`src/rtl/alu_pkg.sv`:
```
// Shared definitions for the TSC execution core: widths and ALU op encodings.
package alu_pkg;

   localparam int unsigned WIDTH = 16;
   localparam int unsigned NREGS = 4;
   localparam int unsigned AW    = 2;

   localparam logic [2:0] OP_ADD = 3'd0;
   localparam logic [2:0] OP_SUB = 3'd1;
   localparam logic [2:0] OP_AND = 3'd2;
   localparam logic [2:0] OP_ORR = 3'd3;
   localparam logic [2:0] OP_NOT = 3'd4;
   localparam logic [2:0] OP_TCP = 3'd5;
   localparam logic [2:0] OP_SHL = 3'd6;
   localparam logic [2:0] OP_SHR = 3'd7;

endpackage

```
`src/rtl/alu16.sv`:
```
// Combinational 16-bit ALU with signed-overflow flag for ADD/SUB only.
module alu16
   import alu_pkg::*;
(
   input  logic [WIDTH-1:0] a_i,
   input  logic [WIDTH-1:0] b_i,
   input  logic [2:0]       op_i,
   output logic [WIDTH-1:0] result_o,
   output logic             ovf_o
);

   logic [WIDTH-1:0] res_d;
   logic             ovf_d;

   always_comb begin
      res_d = '0;
      ovf_d = 1'b0;
      unique case (op_i)
         OP_ADD: begin
            res_d = a_i + b_i;
            ovf_d = (a_i[WIDTH-1] == b_i[WIDTH-1]) && (res_d[WIDTH-1] != a_i[WIDTH-1]);
         end
         OP_SUB: begin
            res_d = a_i - b_i;
            ovf_d = (a_i[WIDTH-1] != b_i[WIDTH-1]) && (res_d[WIDTH-1] != a_i[WIDTH-1]);
         end
         OP_AND: res_d = a_i & b_i;
         OP_ORR: res_d = a_i | b_i;
         OP_NOT: res_d = ~a_i;
         // TCP never flags overflow, even for the most negative value
         OP_TCP: res_d = ~a_i + WIDTH'(1);
         OP_SHL: res_d = {a_i[WIDTH-2:0], 1'b0};
         OP_SHR: res_d = {a_i[WIDTH-1], a_i[WIDTH-1:1]};
         default: res_d = '0;
      endcase
   end

   assign result_o = res_d;
   assign ovf_o    = ovf_d;

endmodule

```
`src/rtl/alu_regfile_core.sv`:
```
// TSC execution core: 4x16 register file with write-through bypass plus the ALU.
module alu_regfile_core
   import alu_pkg::*;
(
   input  logic             Clk,
   input  logic             Reset_N,
   input  logic             reg_write,
   input  logic [AW-1:0]    read_addr1,
   input  logic [AW-1:0]    read_addr2,
   input  logic [AW-1:0]    write_addr,
   input  logic [WIDTH-1:0] write_data,
   output logic [WIDTH-1:0] read_data1,
   output logic [WIDTH-1:0] read_data2,
   input  logic [WIDTH-1:0] alu_a,
   input  logic [WIDTH-1:0] alu_b,
   input  logic [2:0]       alu_op,
   output logic [WIDTH-1:0] alu_result,
   output logic             alu_overflow
);

   logic [WIDTH-1:0] regs_q [NREGS];
   logic [WIDTH-1:0] regs_d [NREGS];
   logic             wr_en;

   // Reset_N is active-high; it also suppresses the write and the bypass
   assign wr_en = reg_write && !Reset_N;

   always_comb begin
      for (int unsigned i = 0; i < NREGS; i++) regs_d[i] = regs_q[i];
      if (wr_en) regs_d[write_addr] = write_data;
   end

   always_ff @(posedge Clk) begin
      if (Reset_N) begin
         for (int unsigned i = 0; i < NREGS; i++) regs_q[i] <= '0;
      end else begin
         for (int unsigned i = 0; i < NREGS; i++) regs_q[i] <= regs_d[i];
      end
   end

   assign read_data1 = (wr_en && (read_addr1 == write_addr)) ? write_data : regs_q[read_addr1];
   assign read_data2 = (wr_en && (read_addr2 == write_addr)) ? write_data : regs_q[read_addr2];

   alu16 u_alu (
      .a_i      (alu_a),
      .b_i      (alu_b),
      .op_i     (alu_op),
      .result_o (alu_result),
      .ovf_o    (alu_overflow)
   );

endmodule

```
`config.mk`:
```
export PLATFORM = sky130hd
export DESIGN_NAME = alu_regfile_core
export DESIGN_NICKNAME = d
export VERILOG_FILES = /design/src/rtl/alu_pkg.sv /design/src/rtl/alu16.sv /design/src/rtl/alu_regfile_core.sv
export SDC_FILE = /design/constraint.sdc
export NUM_CORES = 1
export LEC_CHECK = 0
export ABC_AREA = 1
export ABC_CLOCK_PERIOD_IN_PS = 2400
export CAP_MARGIN = 10
export CORE_UTILIZATION = 56
export DETAILED_ROUTE_END_ITERATION = 7
export PLACE_DENSITY_LB_ADDON = 0.12
export SLEW_MARGIN = 40
export SYNTH_ARGS = -nofsm -noshare
export SYNTH_HDL_FRONTEND = slang
export SYNTH_SLANG_ARGS = --single-unit
export TNS_END_PERCENT = 30
```
`constraint.sdc`:
```
create_clock -name Clk -period 2.4 [get_ports Clk]
set_input_delay 0.36 -clock Clk [delete_from_list [all_inputs] [get_ports Clk]]
set_output_delay 0.36 -clock Clk [all_outputs]
set_load 0.02 [all_outputs]
```
# Yosys cells after proc, flatten, opt, wreduce, memory -nomap -nowiden

Memories as Yosys holds them, arrays and structs flattened.
Index checks and enable logic that the tools add are counted.

Register bits: 0
Memory bits (writable): 64
Bits of input ports: 60
Memories: 1

Memory list:

| memory | words | bits a word | rd ports | clocked after memory_dff | write ports | line                   | source |
|---|---|---|---|---|---|---|---|
| regs_q | 4     | 16          | 6        | 0                        | 4           | alu_regfile_core.sv:21 | `logic [WIDTH-1:0] regs_q [NREGS];` |

Add/sub/neg operators: 3
$lt $le $gt $ge: 2
Equality and inequality tests: 13
Mux-type cells: 15
Bitwise gates (word level): 8
Reduce and logical (&&, ||, !) cells: 8

Operators with widths:

| operator                | count |
|---|---|
| $pmux W16 S8            | 1 |
| $mux W16                | 7 |
| $bwmux W64              | 1 |
| $mux W64                | 1 |
| $demux W16 S2           | 1 |
| $add A16 B1 Y16 const B | 1 |
| $add A16 B16 Y16        | 1 |
| $and A16 B16 Y16        | 1 |
| $not A16 Y16            | 1 |
| $or A16 B16 Y16         | 1 |
| $sub A16 B16 Y16        | 1 |
| $eq A3 B3 Y1 const B    | 4 |
| $eq A3 B2 Y1 const B    | 2 |
| $logic_and A1 B1 Y1     | 6 |
| $eq A2 B2 Y1            | 2 |
| $or A1 B1 Y1            | 4 |
| $eq A3 B1 Y1 const B    | 1 |
| $ge A3 B3 Y1 const B    | 1 |
| $logic_not A3 Y1        | 1 |
| $lt A3 B1 Y1 const B    | 1 |
| $mux W1                 | 3 |
| $ne A1 B1 Y1            | 3 |
| $not A2 Y3              | 1 |
| $pmux W1 S2             | 1 |
| 2 further kinds         | 2 |

# Logic depth before layout (Yosys ltp)

Word-level depth: 8
Depth in mapped cells: 13

# By module

From an unflattened synthesis, not the netlist that was laid out.

Cells, all modules: 1373
Area total of the unflattened synthesis: 7468.4 um^2

By module, submodules not included:

| module           | times used | cells each | area each (um^2) | seq. area each (um^2) |
|---|---|---|---|---|
| alu_regfile_core | 1          | 719        | 4078.9           | 1281.2 |
| alu16            | 1          | 654        | 3389.5           | 0.0 |

# Least setup slack after synthesis

No wires, ideal clock.

Path type: input -> output
Start: input port alu_a[0]
End: output port alu_result[8]
Arrival time: 1.999 ns
Slack: 0.041 ns
Stages: 12
Path buffers: 0
Cells stage by stage: inv_1 ha_1 inv_1 fa_1 nand2_1 nand2_1 and2_1 nand3_1 nand2_1 nand2_1 nand3_1 a21oi_1

Longest elaborated chain between the ends: 3
Elaborated cells between the ends (all ways): 5
Those cells by class: 3 x add/sub; 1 x mux; 1 x bitwise

RTL lines:

| element            | line                   | source |
|---|---|---|
| start: declaration | alu_regfile_core.sv:14 | `input logic [WIDTH-1:0] alu_a,` |
| $not A16 Y16       | alu16.sv:31            | `OP_TCP: res_d = ~a_i + WIDTH'(1);` |
| $add A16 B1 Y16    | alu16.sv:31            |  |
| $pmux W16 S8 *     | alu16.sv:18            | `unique case (op_i)` |
| end: declaration   | alu_regfile_core.sv:17 | `output logic [WIDTH-1:0] alu_result,` |

Every way passes the cells marked *; elsewhere a longest branch is shown, timed or not.

# Final worst setup path

Start: input port alu_op[2]
End: output port alu_result[1]

Longest elaborated chain between the ends: 2
Elaborated cells between the ends (all ways): 9
Those cells by class: 7 x eq/ne; 1 x mux; 1 x reduce/logical

RTL lines:

| element                              | line                   | source |
|---|---|---|
| start: declaration                   | alu_regfile_core.sv:16 | `input logic [2:0] alu_op,` |
| $eq A3 B3 Y1 (tied with other cells) | alu16.sv:18            |  |
| $pmux W16 S8 *                       | alu16.sv:18            |  |

Marked as above.

==> results.md <==
* Outcome: finished, violations left
* Failing checks: design-rule violations, negative setup slack
* Tmin final at 2430 ps
* Share of synthesized registers carrying an async set or reset at 0%
* Pre-antenna DRT Iters at 8
* # IOs at 109
* Required time worst endpoint at 2040 ps
* Synth Cell Area at 6760 um^2
* Worst hold path startpoint: regs_q[0][1]$_SDFFE_PP0P_
* CTS tree: built
* Crit Path Class: input port to primary output
* Vert. Die Dim at 112 um
* Crit end category: primary output
* Top cells by area, synth: dfxtp_1 19%, nand2_1 16%, ha_1 8.9%
* Biggest regs: regs_q: 64 flops
* Synth cell types at 39
* First-pass GRT wire length at 41.5 mm
* Commonest cells post-synth: 293 x nand2_1, 147 x inv_1, 129 x nor2_1
* RSZ-0062 raised after global routing: true
* H-Tree Depth at 3
* Max frequency at just over 400 MHz
* Port-buffer cells at 108
* Via count at 9807
* Maximum VDD drop at 0.565 mV
* Cell taking the most area after synthesis: dfxtp_1
* Total routed wirelength at 29.3 mm
* Antenna-violating nets left at 0
* Buf/Inv on CP at 4
* Part of the cycle the worst path needs at 101%
* Die width at between 100 and 150 um
* Post-synthesis sequential area ratio at 19.0%
* Crit-path max cell delay at 440 ps
* Total gr overflow at 0
* Vias in the first global route at 8654
* Max reg flops at 64
* Initial DRC count at 1150
* Post-synth EDFFs at 0
* Routability cong. at approximately 0.95
* Site row count at 39
* Top reg by flops: regs_q
* Critical Path Start: alu_op[2]
* Final max-slew violation count at 0
* Worst-Margin Slew at 723 ps
* Fin util at 87.2%
* Slowest CP cell: clkdlybuf4s50_1
* Cts-stage hold buffer count at 0
* Post-place setup slack at -901 ps
* Synth-to-layout area growth at 49.3%
* Root Driver: clkbuf_16
* Leakage power at 4.75 nW
* Tot GR Track Use at 41.0%
* Synth Register Bits at 64
* Num Clock Sinks at 64
* Crit path DAT at approximately 2100 ps
* Core box area at between 10000 and 15000 um^2
* Setup_tns at -61.6 ps
* Clk_lat worst skew at 340 ps
* Final Setup Violations at 2
* Share of post-route cells with drive strength above 1 at roughly 32%
* Vias per cell at 6.31
* Top_reg_cell synth: dfxtp_1
* Worst setup margin at -32.6 ps
* Worst path top cell family by delay: buffers and inverters
* Syn nets at 1265
* Crit-path cells: clkdlybuf4s50_1, buf_4, nand3_1, buf_4, o22ai_1, a211oi_2, o211ai_1, clkdlybuf4s15_2
* Hold Vio Cnt, Final at 0
* Initial antenna violation count at 0
* Synthesized area per cell at around 5.9 um^2
* Diodes inserted at 0
* Min-delay worst type: register to register
* Worst-path clk slew at 50 ps
* Largest net degree at the start of global routing at 65
* DIE AREA at 12500 um^2
* Synth warn at 0
* Initial Util at 58.4%
* Synth top area share at 19.0%
* Max Cap Viol at 0
* Worst reg2reg startpoint: regs_q[3][3]$_SDFFE_PP0P_
* Most numerous cell in the Yosys netlist: nand2_1
* Worst Clk Skew at 0 ps
* Drc violations at 4
* Dpl hpwl at ~18 mm
* Max clock buf depth at 2
* Power Density at between 400 and 500 nW/um^2
* Worst-path maximum fanout at 5
* CTS Buf Count at 9
* Final net count at 1517
* Worst rel slew slack at 51.8%
* Crit path top cell by count: buf_4
* Drt wl/cell at around 19 um
* Startpoint Class: input port
* Cells after Synth at ~1200
## worst min-delay path: stages, from the launching register on
cell and delay [ps]:
dfxtp_1 310, nand2_1 60, a21oi_1 50
## repair_timing
| action | CTS | global route |
|---|---|---|
| buffers inserted | 8 | 8 |
| pin swaps | 35 | 43 |
| setup endpoints to repair | 49 | 48 |
| resized for setup | 320 | 184 |
| cloned | 0 | 3 |
## kinds of logic after synthesis
kind of cell / Yosys count / synth area share [%]
AND/OR/NAND/NOR: 550 / 33.9
AO/OA/AOI/OAI: 266 / 23.9
buffers and inverters: 220 / 13.1
flip-flops: 64 / 19.0
adder cells (fa/ha/maj): 50 / 9.48
XOR/XNOR: 5 / 0.648
## power by group
group	total, mW	switching [mW]	internal, mW
logic	1.88	1.10	0.783
registers	1.11	0.0161	1.09
clock network	1.49	0.492	0.994
total	4.48	1.61	2.87
## through the flow
stage / instance area [um^2] / total power [mW] / cells / hold WS [ps]
2_1_floorplan: 6760 / 1.97 / 1155 / 448
3_3_place_gp: 9100 / 2.74 / 1520 / 456
3_5_place_dp: 9100 / 2.76 / 1520 / 460
4_1_cts: 9730 / 4.27 / 1544 / 468
5_1_grt: 10100 / 4.62 / 1555 / 502
6_report: 10100 / 4.48 / 1555 / 478
## area by class of cell
| cell class | instances | area [um^2] |
|---|---|---|
| Clock buffer | 12 | 267 |
| Clock inverter | 4 | 75.1 |
| Fill cell | 666 | 1480 |
| Inverter | 161 | 616 |
| Multi-Input combinational cell | 871 | 5230 |
| Sequential cell | 64 | 1280 |
| Tap cell | 143 | 179 |
| Timing Repair Buffer | 300 | 2440 |
## layer usage
metal	up-vias	wire length, um	GRT usage, %
met5	-	0	0
met3	251	2920	4.14
met1	4422	10400	47.9
met2	780	13800	73.7
li1	4354	-	-
met4	0	2160	21.8
## final timing paths
kind,end,slack (ps),cells after the start
setup / recovery,alu_result[1],-30,8
hold / removal,regs_q[0][1]$_SDFFE_PP0P_,480,2
setup reg to reg,regs_q[3][3]$_SDFFE_PP0P_,1510,2
hold reg to reg,regs_q[0][1]$_SDFFE_PP0P_,480,2
## cells in the final DEF, fill, tap and decap left out, types with 29 or more instances in the layout
cell type  count
buf_4        182
nand2_1      269
a21oi_1       84
nand3_1       65
inv_2         49
nor2_1       108
o211ai_1      34
inv_1        106
a211oi_1      33
ha_1          29
o21ai_0       39
dfxtp_1       64
(Power assumes the default switching activity.)
